**config.mk**
```make
export PLATFORM = sky130hd
export DESIGN_NAME = vrf_lane_addr_gen
export DESIGN_NICKNAME = d
export VERILOG_FILES = /design/src/rtl/vrf_lane_addr_gen_pkg.sv /design/src/rtl/vrf_strb_gen.sv /design/src/rtl/vrf_lane_addr_gen.sv
export SDC_FILE = /design/constraint.sdc
export NUM_CORES = 1
export LEC_CHECK = 0
export ABC_CLOCK_PERIOD_IN_PS = 10900
export CAP_MARGIN = 20
export CORE_ASPECT_RATIO = 1.2
export CORE_UTILIZATION = 45
export DETAILED_ROUTE_END_ITERATION = 7
export GPL_TIMING_DRIVEN = 1
export PLACE_DENSITY_LB_ADDON = 0.25
export SLEW_MARGIN = 20
export SYNTH_ARGS = -nofsm -noshare
export SYNTH_HDL_FRONTEND = slang
export SYNTH_SLANG_ARGS = --single-unit
```
**constraint.sdc**
```tcl
create_clock -name clk_i -period 10.9 [get_ports clk_i]
set_clock_uncertainty 0.05 [all_clocks]
set_input_delay 3.27 -clock clk_i [delete_from_list [all_inputs] [get_ports clk_i]]
set_output_delay 3.27 -clock clk_i [all_outputs]
set_load 0.1 [all_outputs]
```
**src/rtl/vrf_lane_addr_gen_pkg.sv**
```systemverilog
// Shared configuration, FSM state type and lane element-count helper
// for the per-lane VRF address sequencer.
package vrf_lane_addr_gen_pkg;

    localparam int unsigned DefNrLane       = 2;
    localparam int unsigned DefVLEN         = 1024;
    localparam int unsigned DefVRFWordWidth = 64;
    localparam int unsigned DefNrBank       = 8;
    localparam int unsigned NrVRegs         = 32;
    localparam int unsigned NrVInsn         = 8;
    localparam int unsigned InsnIDWidth     = $clog2(NrVInsn);
    localparam int unsigned LogNrLane       = $clog2(DefNrLane);

    typedef logic [LogNrLane-1:0] lane_id_t;

    typedef enum logic {
        IDLE,
        BUSY
    } state_e;

    // Number of elements owned by lane_id whose global index is below x
    // (elements are striped round-robin across lanes).
    function automatic logic [31:0] GetLaneEleCnt(
        input logic [31:0] x,
        input logic [31:0] lane_id,
        input logic [31:0] log_nr_lane
    );
        logic [31:0] bias;
        bias = (32'd1 << log_nr_lane) - 32'd1 - lane_id;
        return (x + bias) >> log_nr_lane;
    endfunction

endpackage

```
**src/rtl/vrf_strb_gen.sv**
```systemverilog
// Byte strobe for one VRF word: byte b is active iff word*WB+b lies in
// the lane byte range [b0,b1).
module vrf_strb_gen
    import vrf_lane_addr_gen_pkg::*;
#(
    parameter  int unsigned VRFWordWidth = DefVRFWordWidth,
    parameter  int unsigned ByteW        = 14,
    localparam int unsigned WordBytes    = VRFWordWidth / 8,
    localparam int unsigned LogWB        = $clog2(WordBytes),
    localparam int unsigned WordW        = ByteW - LogWB
) (
    input  logic [WordW-1:0]     word,
    input  logic [ByteW-1:0]     b0,
    input  logic [ByteW-1:0]     b1,
    output logic [WordBytes-1:0] strb
);

    logic [ByteW-1:0] pos;

    always_comb begin
        strb = '0;
        pos  = '0;
        for (int unsigned b = 0; b < WordBytes; b++) begin
            pos     = {word, LogWB'(b)};
            strb[b] = (pos >= b0) && (pos < b1);
        end
    end

endmodule

```
**src/rtl/vrf_lane_addr_gen.sv**
```systemverilog
// Per-lane VRF address sequencer: turns (vreg, vew, vstart, vl) into one
// beat per VRF word touched by this lane, with address, bank and strobe.
module vrf_lane_addr_gen
    import vrf_lane_addr_gen_pkg::*;
#(
    parameter  int unsigned NrLane       = DefNrLane,
    parameter  int unsigned LaneId       = 0,
    parameter  int unsigned VLEN         = DefVLEN,
    parameter  int unsigned VRFWordWidth = DefVRFWordWidth,
    parameter  int unsigned NrBank       = DefNrBank,
    localparam int unsigned VLWidth      = $clog2(VLEN + 1),
    localparam int unsigned RegWords     = VLEN / NrLane / VRFWordWidth,
    localparam int unsigned AddrW        = $clog2(NrVRegs * RegWords),
    localparam int unsigned BankW        = $clog2(NrBank),
    localparam int unsigned StrbW        = VRFWordWidth / 8
) (
    input  logic                   clk_i,
    input  logic                   rst_i,
    input  logic                   flush_i,
    input  logic                   req_valid_i,
    output logic                   req_ready_o,
    input  logic [4:0]             req_vreg_i,
    input  logic [1:0]             req_vew_i,
    input  logic [VLWidth-1:0]     req_vl_i,
    input  logic [VLWidth-1:0]     req_vstart_i,
    input  logic [InsnIDWidth-1:0] req_insn_id_i,
    output logic                   beat_valid_o,
    input  logic                   beat_ready_i,
    output logic [AddrW-1:0]       beat_addr_o,
    output logic [BankW-1:0]       beat_bank_o,
    output logic [StrbW-1:0]       beat_strb_o,
    output logic                   beat_last_o,
    output logic [InsnIDWidth-1:0] beat_insn_id_o
);

    localparam int unsigned LaneLog     = $clog2(NrLane);
    localparam int unsigned LogWB       = $clog2(StrbW);
    localparam int unsigned LogRegWords = $clog2(RegWords);
    localparam int unsigned ByteW       = VLWidth + 3;
    localparam int unsigned WordW       = ByteW - LogWB;

    state_e           state;
    logic [WordW-1:0] cur_w, last_w;
    logic [ByteW-1:0] rb0, rb1;
    logic [4:0]       rvreg;

    logic [31:0]      cnt_vs, cnt_vl;
    logic             req_empty;
    logic [ByteW-1:0] req_b0, req_b1;
    logic [WordW-1:0] req_w0, req_w1;

    logic             beat_hs, load;
    logic [WordW-1:0] nxt_w, nxt_last_w;
    logic [ByteW-1:0] nxt_b0, nxt_b1;
    logic [4:0]       nxt_vreg;
    logic [StrbW-1:0] nxt_strb;
    logic [AddrW-1:0] nxt_addr;
    logic [BankW-1:0] nxt_bank;
    logic             nxt_last;

    // Request decode; an empty request collapses to a single zero-strobe
    // beat at word 0 so completion bookkeeping downstream still fires.
    always_comb begin
        cnt_vs    = GetLaneEleCnt(32'(req_vstart_i), LaneId, LaneLog);
        cnt_vl    = GetLaneEleCnt(32'(req_vl_i), LaneId, LaneLog);
        req_empty = (req_vstart_i >= req_vl_i) || (cnt_vs == cnt_vl);
        req_b0    = req_empty ? '0 : ByteW'(cnt_vs << req_vew_i);
        req_b1    = req_empty ? '0 : ByteW'(cnt_vl << req_vew_i);
        req_w0    = req_empty ? '0 : WordW'(req_b0 >> LogWB);
        req_w1    = req_empty ? '0 : WordW'((req_b1 - ByteW'(1)) >> LogWB);
    end

    // The next beat is computed from registered state plus the handshake,
    // then registered, so beat_ready_i never reaches the beat outputs.
    always_comb begin
        beat_hs     = beat_valid_o && beat_ready_i;
        req_ready_o = !flush_i && ((state == IDLE) || (beat_hs && beat_last_o));
        load        = req_valid_i && req_ready_o;
        nxt_w       = load ? req_w0        : cur_w + WordW'(1);
        nxt_last_w  = load ? req_w1        : last_w;
        nxt_b0      = load ? req_b0        : rb0;
        nxt_b1      = load ? req_b1        : rb1;
        nxt_vreg    = load ? req_vreg_i    : rvreg;
        nxt_addr    = AddrW'((32'(nxt_vreg) << LogRegWords) + 32'(nxt_w));
        nxt_bank    = BankW'(32'(nxt_vreg) + 32'(nxt_w));
        nxt_last    = (nxt_w == nxt_last_w);
    end

    vrf_strb_gen #(
        .VRFWordWidth(VRFWordWidth),
        .ByteW       (ByteW)
    ) u_strb_gen (
        .word(nxt_w),
        .b0  (nxt_b0),
        .b1  (nxt_b1),
        .strb(nxt_strb)
    );

    always_ff @(posedge clk_i) begin
        if (rst_i) begin
            state          <= IDLE;
            cur_w          <= '0;
            last_w         <= '0;
            rb0            <= '0;
            rb1            <= '0;
            rvreg          <= '0;
            beat_valid_o   <= 1'b0;
            beat_addr_o    <= '0;
            beat_bank_o    <= '0;
            beat_strb_o    <= '0;
            beat_last_o    <= 1'b0;
            beat_insn_id_o <= '0;
        end else if (flush_i) begin
            state        <= IDLE;
            beat_valid_o <= 1'b0;
        end else if (load) begin
            state          <= BUSY;
            cur_w          <= nxt_w;
            last_w         <= nxt_last_w;
            rb0            <= nxt_b0;
            rb1            <= nxt_b1;
            rvreg          <= nxt_vreg;
            beat_valid_o   <= 1'b1;
            beat_addr_o    <= nxt_addr;
            beat_bank_o    <= nxt_bank;
            beat_strb_o    <= nxt_strb;
            beat_last_o    <= nxt_last;
            beat_insn_id_o <= req_insn_id_i;
        end else if (beat_hs) begin
            if (beat_last_o) begin
                state        <= IDLE;
                beat_valid_o <= 1'b0;
            end else begin
                cur_w       <= nxt_w;
                beat_addr_o <= nxt_addr;
                beat_bank_o <= nxt_bank;
                beat_strb_o <= nxt_strb;
                beat_last_o <= nxt_last;
            end
        end
    end

endmodule

```
# After elaboration in Yosys (flattened, before gate mapping)
# Index checks and enable logic that the tools add are counted.
dict set report classes {
  bitwise 2
  n_eq_ne 3
  n_mux 27
  order_cmp 17
  n_reduce_logical 22
  add_sub_neg 6
  shift 2
}
# operator n
set op_table {}
lappend op_table {{14-bit greater-or-equal comparator} 8}
lappend op_table {{14-bit < comparator} 8}
lappend op_table {{11-bit 2-to-1 mux} 7}
lappend op_table {{14-bit 2-to-1 mux} 4}
lappend op_table {{8-bit 2-to-1 mux} 6}
lappend op_table {{11-bit by 2-bit left shift with 14-bit output} 2}
lappend op_table {{11-bit by 1-bit adder with 12-bit output, second input constant} 2}
lappend op_table {{11-bit == test} 2}
lappend op_table {{14-bit by 1-bit subtractor with 14-bit output, second input constant} 1}
lappend op_table {{1-bit logical AND} 12}
lappend op_table {{11-bit by 1-bit adder with 11-bit output, second input constant} 1}
lappend op_table {{11-bit greater-or-equal comparator} 1}
lappend op_table {{3-bit 2-to-1 mux} 3}
lappend op_table {{8-bit adder} 1}
lappend op_table {{1-bit 2-to-1 mux} 6}
lappend op_table {{2-bit AND reduction} 3}
lappend op_table {{5-bit 2-to-1 mux} 1}
lappend op_table {{2-bit nonzero test} 2}
lappend op_table {{3-bit adder} 1}
lappend op_table {{3-bit AND reduction} 1}
lappend op_table {{1-bit logical OR} 2}
lappend op_table {{2-bit by 1-bit inequality test with 1-bit output, second input constant} 1}
lappend op_table {{1-bit inverter} 2}
lappend op_table {{2-bit OR reduction} 1}
lappend op_table {{1-bit logical NOT} 1}
dict set report totals {
  regBits 79
  output_inout_bits 25
  elab_cells 90
}

# Longest topological paths before layout
# Gate-level depths: netlist (run 1).
dict set report depth {
  ltp_word 11
  depth_mapped 25
  mapped_depth_nobuf 22
}

# Cells and area by module
# From an unflattened synthesis (run 1), not the netlist that was laid out.
dict set report unflattened {
  hier_cells 815
  hier_area_um2 6264.8
}
# module n_inst seq_area_each_um2 area_per_inst_um2 cells_per_inst
set by_module_without_submodules {}
lappend by_module_without_submodules {vrf_lane_addr_gen 1 1521.5 5363.9 693}
lappend by_module_without_submodules {vrf_strb_gen 1 0.0 900.9 122}

# Worst setup path before layout (run 1)
# No wires, ideal clock.
dict set report synth_timing {
  kind {input to register}
  start {input port beat_ready_i}
  end {register beat_strb_o[6]}
  setup_slack_ns 2.471
  path_buffers 4
  arrival_time_ns 8.314
  path_stages 21
  t_required_ns 10.785
  setup_time_ns 0.065
  path_cell_list {a21boi_0 > nor2_1 > nand2_1 > clkbuf_1 > clkbuf_1 > clkbuf_1 > clkbuf_1 > nor3_1 > a21oi_1 > ha_1 > a21oi_1 > nor2b_1 > o21ai_0 > nand2b_1 > a21oi_1 > nor2_1 > a2111oi_0 > nand2_1 > o22ai_1 > nor2b_1 > a32o_1}
}
dict set report synth_between {
  elab_chain_cells 11
  elab_cells_between_ends 17
  cone_classes {order compare: 2; eq/ne: 1; mux: 6; reduce/logical: 8}
}
# item line_no
set synth_rtl {}
lappend synth_rtl {{start, declared} vrf_lane_addr_gen.sv:28} ;# input logic beat_ready_i,
lappend synth_rtl {{1-bit logical AND *} vrf_lane_addr_gen.sv:76} ;# beat_hs = beat_valid_o && beat_ready_i;
lappend synth_rtl {{1-bit logical AND *} vrf_lane_addr_gen.sv:77} ;# req_ready_o = !flush_i && ((state == IDLE) || (beat_hs && beat_last_o));
lappend synth_rtl {{1-bit logical OR *} vrf_lane_addr_gen.sv:77}
lappend synth_rtl {{1-bit logical AND *} vrf_lane_addr_gen.sv:77}
lappend synth_rtl {{named net req_ready_o} vrf_lane_addr_gen.sv:21} ;# output logic req_ready_o,
lappend synth_rtl {{1-bit logical AND *} vrf_lane_addr_gen.sv:78} ;# load = req_valid_i && req_ready_o;
lappend synth_rtl {{11-bit 2-to-1 mux (tied with other cells)} vrf_lane_addr_gen.sv:79} ;# nxt_w = load ? req_w0 : cur_w + WordW'(1);
lappend synth_rtl {{14-bit greater-or-equal comparator or 14-bit < comparator (tied branches)} vrf_strb_gen.sv:25} ;# strb[b] = (pos >= b0) && (pos < b1);
lappend synth_rtl {{1-bit logical AND} vrf_strb_gen.sv:25}
lappend synth_rtl {{8-bit 2-to-1 mux} vrf_lane_addr_gen.sv:130} ;# if (beat_last_o) begin
lappend synth_rtl {{8-bit 2-to-1 mux} vrf_lane_addr_gen.sv:129} ;# end else if (beat_hs) begin
lappend synth_rtl {{8-bit 2-to-1 mux} vrf_lane_addr_gen.sv:116} ;# end else if (load) begin
lappend synth_rtl {{end signal, assigned} vrf_lane_addr_gen.sv:126} ;# beat_strb_o <= nxt_strb;
lappend synth_rtl {{end signal, assigned} vrf_lane_addr_gen.sv:137} ;# beat_strb_o <= nxt_strb;
lappend synth_rtl {{end, declared} vrf_lane_addr_gen.sv:31} ;# output logic [StrbW-1:0] beat_strb_o,
# The timed path passes the listed nets; every way through them passes the cells marked *. The select of a mux whose other input is x is not followed.
# A chain may end at the register's enable or synchronous reset.

# Worst setup path in the final report (run 1)
dict set report layout_timing {
  start {input port req_vl_i[4]}
  end {register beat_strb_o[6]}
}
dict set report layout_between {
  elab_chain_cells 11
  elab_cells_between_ends 17
  cone_classes {add/sub: 1; order compare: 3; eq/ne: 1; shift: 1; mux: 9; reduce/logical: 2}
}
# item line_no
set layout_rtl {}
lappend layout_rtl {{start, declared} vrf_lane_addr_gen.sv:24} ;# input logic [VLWidth-1:0] req_vl_i,
lappend layout_rtl {{11-bit by 1-bit adder with 12-bit output} vrf_lane_addr_gen_pkg.sv:30} ;# return (x + bias) >> log_nr_lane;
lappend layout_rtl {{11-bit == test} vrf_lane_addr_gen.sv:66} ;# req_empty = (req_vstart_i >= req_vl_i) || (cnt_vs == cnt_vl);
lappend layout_rtl {{1-bit logical OR *} vrf_lane_addr_gen.sv:66}
lappend layout_rtl {{14-bit 2-to-1 mux} vrf_lane_addr_gen.sv:67} ;# req_b0 = req_empty ? '0 : ByteW'(cnt_vs << req_vew_i);
lappend layout_rtl {{11-bit 2-to-1 mux *} vrf_lane_addr_gen.sv:69} ;# req_w0 = req_empty ? '0 : WordW'(req_b0 >> LogWB);
lappend layout_rtl {{11-bit 2-to-1 mux *} vrf_lane_addr_gen.sv:79}
lappend layout_rtl {{named net nxt_w[5]} vrf_lane_addr_gen.sv:53} ;# logic [WordW-1:0] nxt_w, nxt_last_w;
lappend layout_rtl {{14-bit greater-or-equal comparator or 14-bit < comparator (tied branches)} vrf_strb_gen.sv:25}
lappend layout_rtl {{1-bit logical AND *} vrf_strb_gen.sv:25}
lappend layout_rtl {{8-bit 2-to-1 mux} vrf_lane_addr_gen.sv:130}
lappend layout_rtl {{8-bit 2-to-1 mux} vrf_lane_addr_gen.sv:129}
lappend layout_rtl {{8-bit 2-to-1 mux *} vrf_lane_addr_gen.sv:116}
# Marks and branches as above.

==> impl_metrics.ini, run 1 <==
[global_route]
grt_pass1_vias = 5980
met2_usage = 0.4621
grt_antenna_before_repair = 0
grt_use_met3 = 0.03571
grt_pass1_wl_um = 29500
grt.busiest_layer = met2
grt-ovfl-total = 0
grt.total_usage = 0.2655
met1_usage = 0.3150
grt_start_max_net_pins = 76

[final_layout]
antenna_cells = 0
syn2layout_area_growth_pct = 15.75
multi_input_comb_area_mm2 = 0.004365
drive_gt1_frac = 0.06295
fillers = 1278
final-seq-area_mm2 = 0.001521
stdcell_count = 1010
nNetsFinal = 919

[floorplanning]
die_x_um = 109.5
die_area_mm2 = 0.01435
rows = 46
ios = 62
die_h_um = 131.0
start_util = 0.4675
core_mm2 = 0.01335

[synthesis]
synth.ff_latch_count = 76
synthFlopType = dfxtp_1
yosysWarnings = 0
synthArstFlopShare = 0
ys_seq_area_frac = 0.2437
syn_area_mm2 = 0.006242
synth_edf_count = 0
synth_top_area_frac = 0.2437
netlist_instances = 810
ys_top_cells_by_area = dfxtp_1 (24%), ha_1 (8.6%), nor2_1 (5.8%)
yosysUniqueCellTypes = 81
synth_top_cell_by_area = dfxtp_1
avgSynthCellArea_um2 = 7.706
syn_nets = 892

[cts]
postCtsSetupBuffers = 0
cts_tree = yes
ctsLongestPathBuffers = 2
htree_levels = 3
cts_buffers = 9
cts_hold_buf = 0
post_cts_resized = 0
insertion_delay_ps = 340
clk_pin_slew_ps = 60
cts_root_buffer = clkbuf_16
clock_sinks = 76

[drt]
drc_errors = 0
wirelength_um = 18630
drtAntennaViolNets = 0
first_pass_iters = 5
drt-initial-drc-count = 499
wl_per_cell_um = 18.45
num_vias = 6231
vias_per_cell = 6.169

[place]
dpl.cell_count = 994
gp_congestion = 0.9337
dpl.hpwl_um = 13680
port_buffers = 61

[timing]
period_minus_slack_ps = 9133
setup_viol = 0
rsz0062_at_grt = false
min_period_over_period = 0.8379
final.setup.tns_ps = 0
finalHoldViolations = 0
max_freq_mhz = 109.5
worst_slew_pin_slew_ps = 1107
maxSlewHeadroom = 0.2431
drv_slew = 0

[worst_setup_path]
critical_path_class = primary input to flip-flop
cp.required_ps = 11130
cp.arrival_ps = 9360
start_kind = primary input
path_max_fanout = 10
crit_path_end_kind = flip-flop

[worst_hold_path]
worstHoldPathType = flip-flop to flip-flop

[power_and_ir_drop]
powerDensity_mw_per_mm2 = 139.7
total_power_mw = 1.009
leakagePower_nw = 2.885
ir_worst_vdd_mv = 0.1223

[outcome]
outcome = finished clean

[run]
cap_violations = 0
==> state kept, by name (all words and copies together), names as in the netlist <==
register / count
beat_addr_o: 8
beat_bank_o: 3
beat_insn_id_o: 3
beat_last_o: 1
beat_strb_o: 8
cur_w: 8
last_w: 11
rb0: 14
rb1: 14
rvreg: 5
state: 1
==> cell usage after synthesis (10+ instances only) <==
library cell and count:
clkbuf_1 27, nor2b_1 16, inv_1 28, a21oi_1 59, nand3_1 32, dfxtp_1 76
and4_1 12, nor3_1 24, nand2_1 79, buf_2 10, a22oi_1 18, xor2_1 18
a211oi_1 14, nor2_1 97, o21ai_0 30, a21o_1 19, xnor2_1 35, nand4_1 12
ha_1 43
==> per-layer routing <==
layer  routed length (µm)  vias to the layer above  share of wire
li1                     -                     2989              -
met1                 7825                     2938           0.42
met2                 9071                      247           0.49
met3                  947                       57          0.051
met4                  789                        0          0.042
met5                    0                        -              0
==> logic make-up after synthesis <==
logic type	after synthesis	share of synthesized area
compound gates	223	0.2518
simple gates	321	0.2596
xor+xnor	55	0.08058
buf+inv	81	0.05733
flops	76	0.2437
fa+ha+maj	45	0.09260
mux	9	0.01443
==> stage by stage <==
step | setup slack (ps) | instance area (µm²) | hold slack [ps] | utilization
after floorplan | 2471 | 6242 | 394.3 | -
after global placement | 1787 | 6859 | 393.6 | 0.5137
after detailed placement | 1543 | 6859 | 398.0 | 0.5137
after CTS | 1851 | 7226 | 405.0 | 0.5411
after global routing | 1376 | 7226 | 424.7 | 0.5411
final | 1767 | 7226 | 406.1 | 0.5411
==> worst paths after layout <==
check                                       start           endpoint  slack [ps]  cells past startpoint
worst max-delay path                  req_vl_i[4]     beat_strb_o[6]        1770                     22
worst min-delay path            beat_insn_id_o[2]  beat_insn_id_o[2]         410                      2
worst max register to register        beat_last_o     beat_strb_o[6]        5410                     19
worst min register to register  beat_insn_id_o[2]  beat_insn_id_o[2]         410                      2
==> cell type report <==
class / count / area share
Inverter: 29 / 0.01506
Multi-Input combinational cell: 653 / 0.6042
Tap cell: 168 / 0.02909
Clock buffer: 12 / 0.03411
Sequential cell: 76 / 0.2106
Timing Repair Buffer: 68 / 0.09039
Clock inverter: 4 / 0.01662
==> critical path: stages <==
cell	delay, ps
clkdlybuf4s50_1	710
inv_1	210
ha_1	350
a21o_1	160
a21oi_1	140
o221a_2	190
o21ai_0	180
or2_2	350
or2_1	380
nor3_1	350
a21o_1	260
ha_1	290
nor2b_1	130
o21ai_0	150
nand2b_1	70
a21oi_1	140
nor2_1	50
a2111oi_0	950
nand2_1	220
o22ai_1	390
nor2b_1	230
a32o_1	190
==> report_power, final <==
group	switching (mW)	leakage (nW)	total [mW]	internal [mW]
registers	0.00976	0.618	0.304	0.294
clock network	0.116	0.177	0.369	0.253
logic	0.222	2.09	0.337	0.115
total	0.347	2.88	1.01	0.663
==> cells in the final DEF (no fill, tap or decap), drive strengths merged, types with 25 or more instances in the layout <==
cell type,count
a21oi,59
clkdlybuf4s50,59
dfxtp,76
ha,43
inv,29
nand2,79
nand3,32
nor2,99
nor3,25
o21ai,37
xnor2,36
(Power assumes the default switching activity.)
==> run 2, diff against run 1 <==
- ABC_CLOCK_PERIOD_IN_PS: 10900 -> 8550
- clock period: 10.9 -> 8.55 ns (I/O delays scaled with it)
==> impl_metrics.ini, run 2 (synthesis gave the netlist of run 1 again) <==
[outcome]
outcome = finished clean

[cts]
postCtsSetupBuffers = 0
ctsLongestPathBuffers = 2
clock_sinks = 76
cts_buffers = 9
htree_levels = 3
cts_root_buffer = clkbuf_16
cts_tree = yes
post_cts_resized = 0
cts_hold_buf = 0
insertion_delay_ps = 330
clk_pin_slew_ps = 50

[worst_setup_path]
cp.required_ps = 8770
crit_path_end_kind = flip-flop
start_kind = primary input
cp.arrival_ps = 7770
critical_path_class = primary input to flip-flop
path_max_fanout = 10

[global_route]
grt-ovfl-total = 0
met2_usage = 0.4880
grt_use_met3 = 0.02431
grt.busiest_layer = met2
grt_start_max_net_pins = 76
met1_usage = 0.3224
grt.total_usage = 0.2711
grt_pass1_wl_um = 30130
grt_antenna_before_repair = 0
grt_pass1_vias = 6003

[drt]
num_vias = 6219
drtAntennaViolNets = 0
drt-initial-drc-count = 531
vias_per_cell = 6.091
wl_per_cell_um = 18.35
first_pass_iters = 5
drc_errors = 0
wirelength_um = 18740

[worst_hold_path]
worstHoldPathType = flip-flop to flip-flop

[place]
place_area_mm2 = 0.006949
gp_congestion = 0.9087
port_buffers = 61
dpl.hpwl_um = 14210
place_ws_ps = 729.8

[timing]
setup_viol = 0
final.setup.tns_ps = 0
timing.hold.ws_ps = 403.6
finalHoldViolations = 0
min_period_over_period = 0.8836
max_freq_mhz = 132.4
worst_slack_ps = 995.0
drv_slew = 0
worst_slew_pin_slew_ps = 988.1
period_minus_slack_ps = 7555
maxSlewHeadroom = 0.3392
rsz0062_at_grt = false

[power_and_ir_drop]
leakagePower_nw = 2.911
ir_worst_vdd_mv = 0.1975
total_power_mw = 1.186
powerDensity_mw_per_mm2 = 163.9

[floorplanning]
die_area_mm2 = 0.01435
rows = 46
core_mm2 = 0.01335
die_h_um = 131.0
start_util = 0.4675
die_x_um = 109.5
ios = 62

[final_layout]
top_regs = rb0: 14 flops, rb1: 14 flops, last_w: 11 flops
fillers = 1325
layout_common_cells = nor2_1 (97), nand2_1 (78), dfxtp_1 (76)
nNetsFinal = 931
antenna_cells = 0
final_common_cell = nor2_1
syn2layout_area_growth_pct = 15.96
multi_input_comb_area_mm2 = 0.004365
final-seq-area_mm2 = 0.001521
final_cell_area_mm2 = 0.007238
drive_gt1_frac = 0.07620

[run]
cap_violations = 0
run 2: area by class of cell:
type,instances,area share
clock buffer,14,0.03924
clock inverter,1,0.0006914
sequential,76,0.2102
inverter,29,0.01504
multi-input combinational,653,0.6031
timing repair buffer,80,0.1027
tap,168,0.02904
run 2: critical path: stages:
cell and delay (ps):
clkdlybuf4s50_1 700, inv_1 200, ha_1 350, a21o_1 170, a21oi_1 130, o221a_2 190, o21ai_0 190, or2_2 370
or2_1 260, nor3_1 300, a21o_1 250, ha_1 280, nor2b_1 140, o21ai_0 130, nand2b_1 80, a21oi_1 160
nor2_1 50, a2111oi_0 370, buf_4 190, nand2_1 70, o22ai_1 200, nor2b_1 220, a32o_1 200
run 2: metrics by stage:
| step | utilization | std cells |
|---|---|---|
| after floorplan | - | 810 |
| after global placement | 0.5204 | 1006 |
| after detailed placement | 0.5204 | 1006 |
| after CTS | 0.5421 | 1021 |
| after global routing | 0.5421 | 1021 |
| final | 0.5421 | 1021 |
run 2: worst paths after layout:
| kind | startpoint | endpoint | slack (ps) | cells after the start |
|---|---|---|---|---|
| hold reg to reg | beat_addr_o[6] | beat_addr_o[6] | 400 | 2 |
| hold / removal | beat_addr_o[6] | beat_addr_o[6] | 400 | 2 |
| setup reg to reg | state | beat_strb_o[6] | 4430 | 19 |
| setup / recovery | req_vl_i[4] | beat_strb_o[6] | 1000 | 23 |
run 2: where the power goes:
part | internal [mW] | switching [mW] | leakage, nW
sequential | 0.375 | 0.0125 | 0.618
clock | 0.226 | 0.135 | 0.145
combinational | 0.154 | 0.284 | 2.15
run 2: metal layers:
layer / vias up / share of wire
met5: - / 0
met4: 0 / 0.035
met3: 42 / 0.047
met2: 220 / 0.50
met1: 2952 / 0.42
li1: 3005 / -
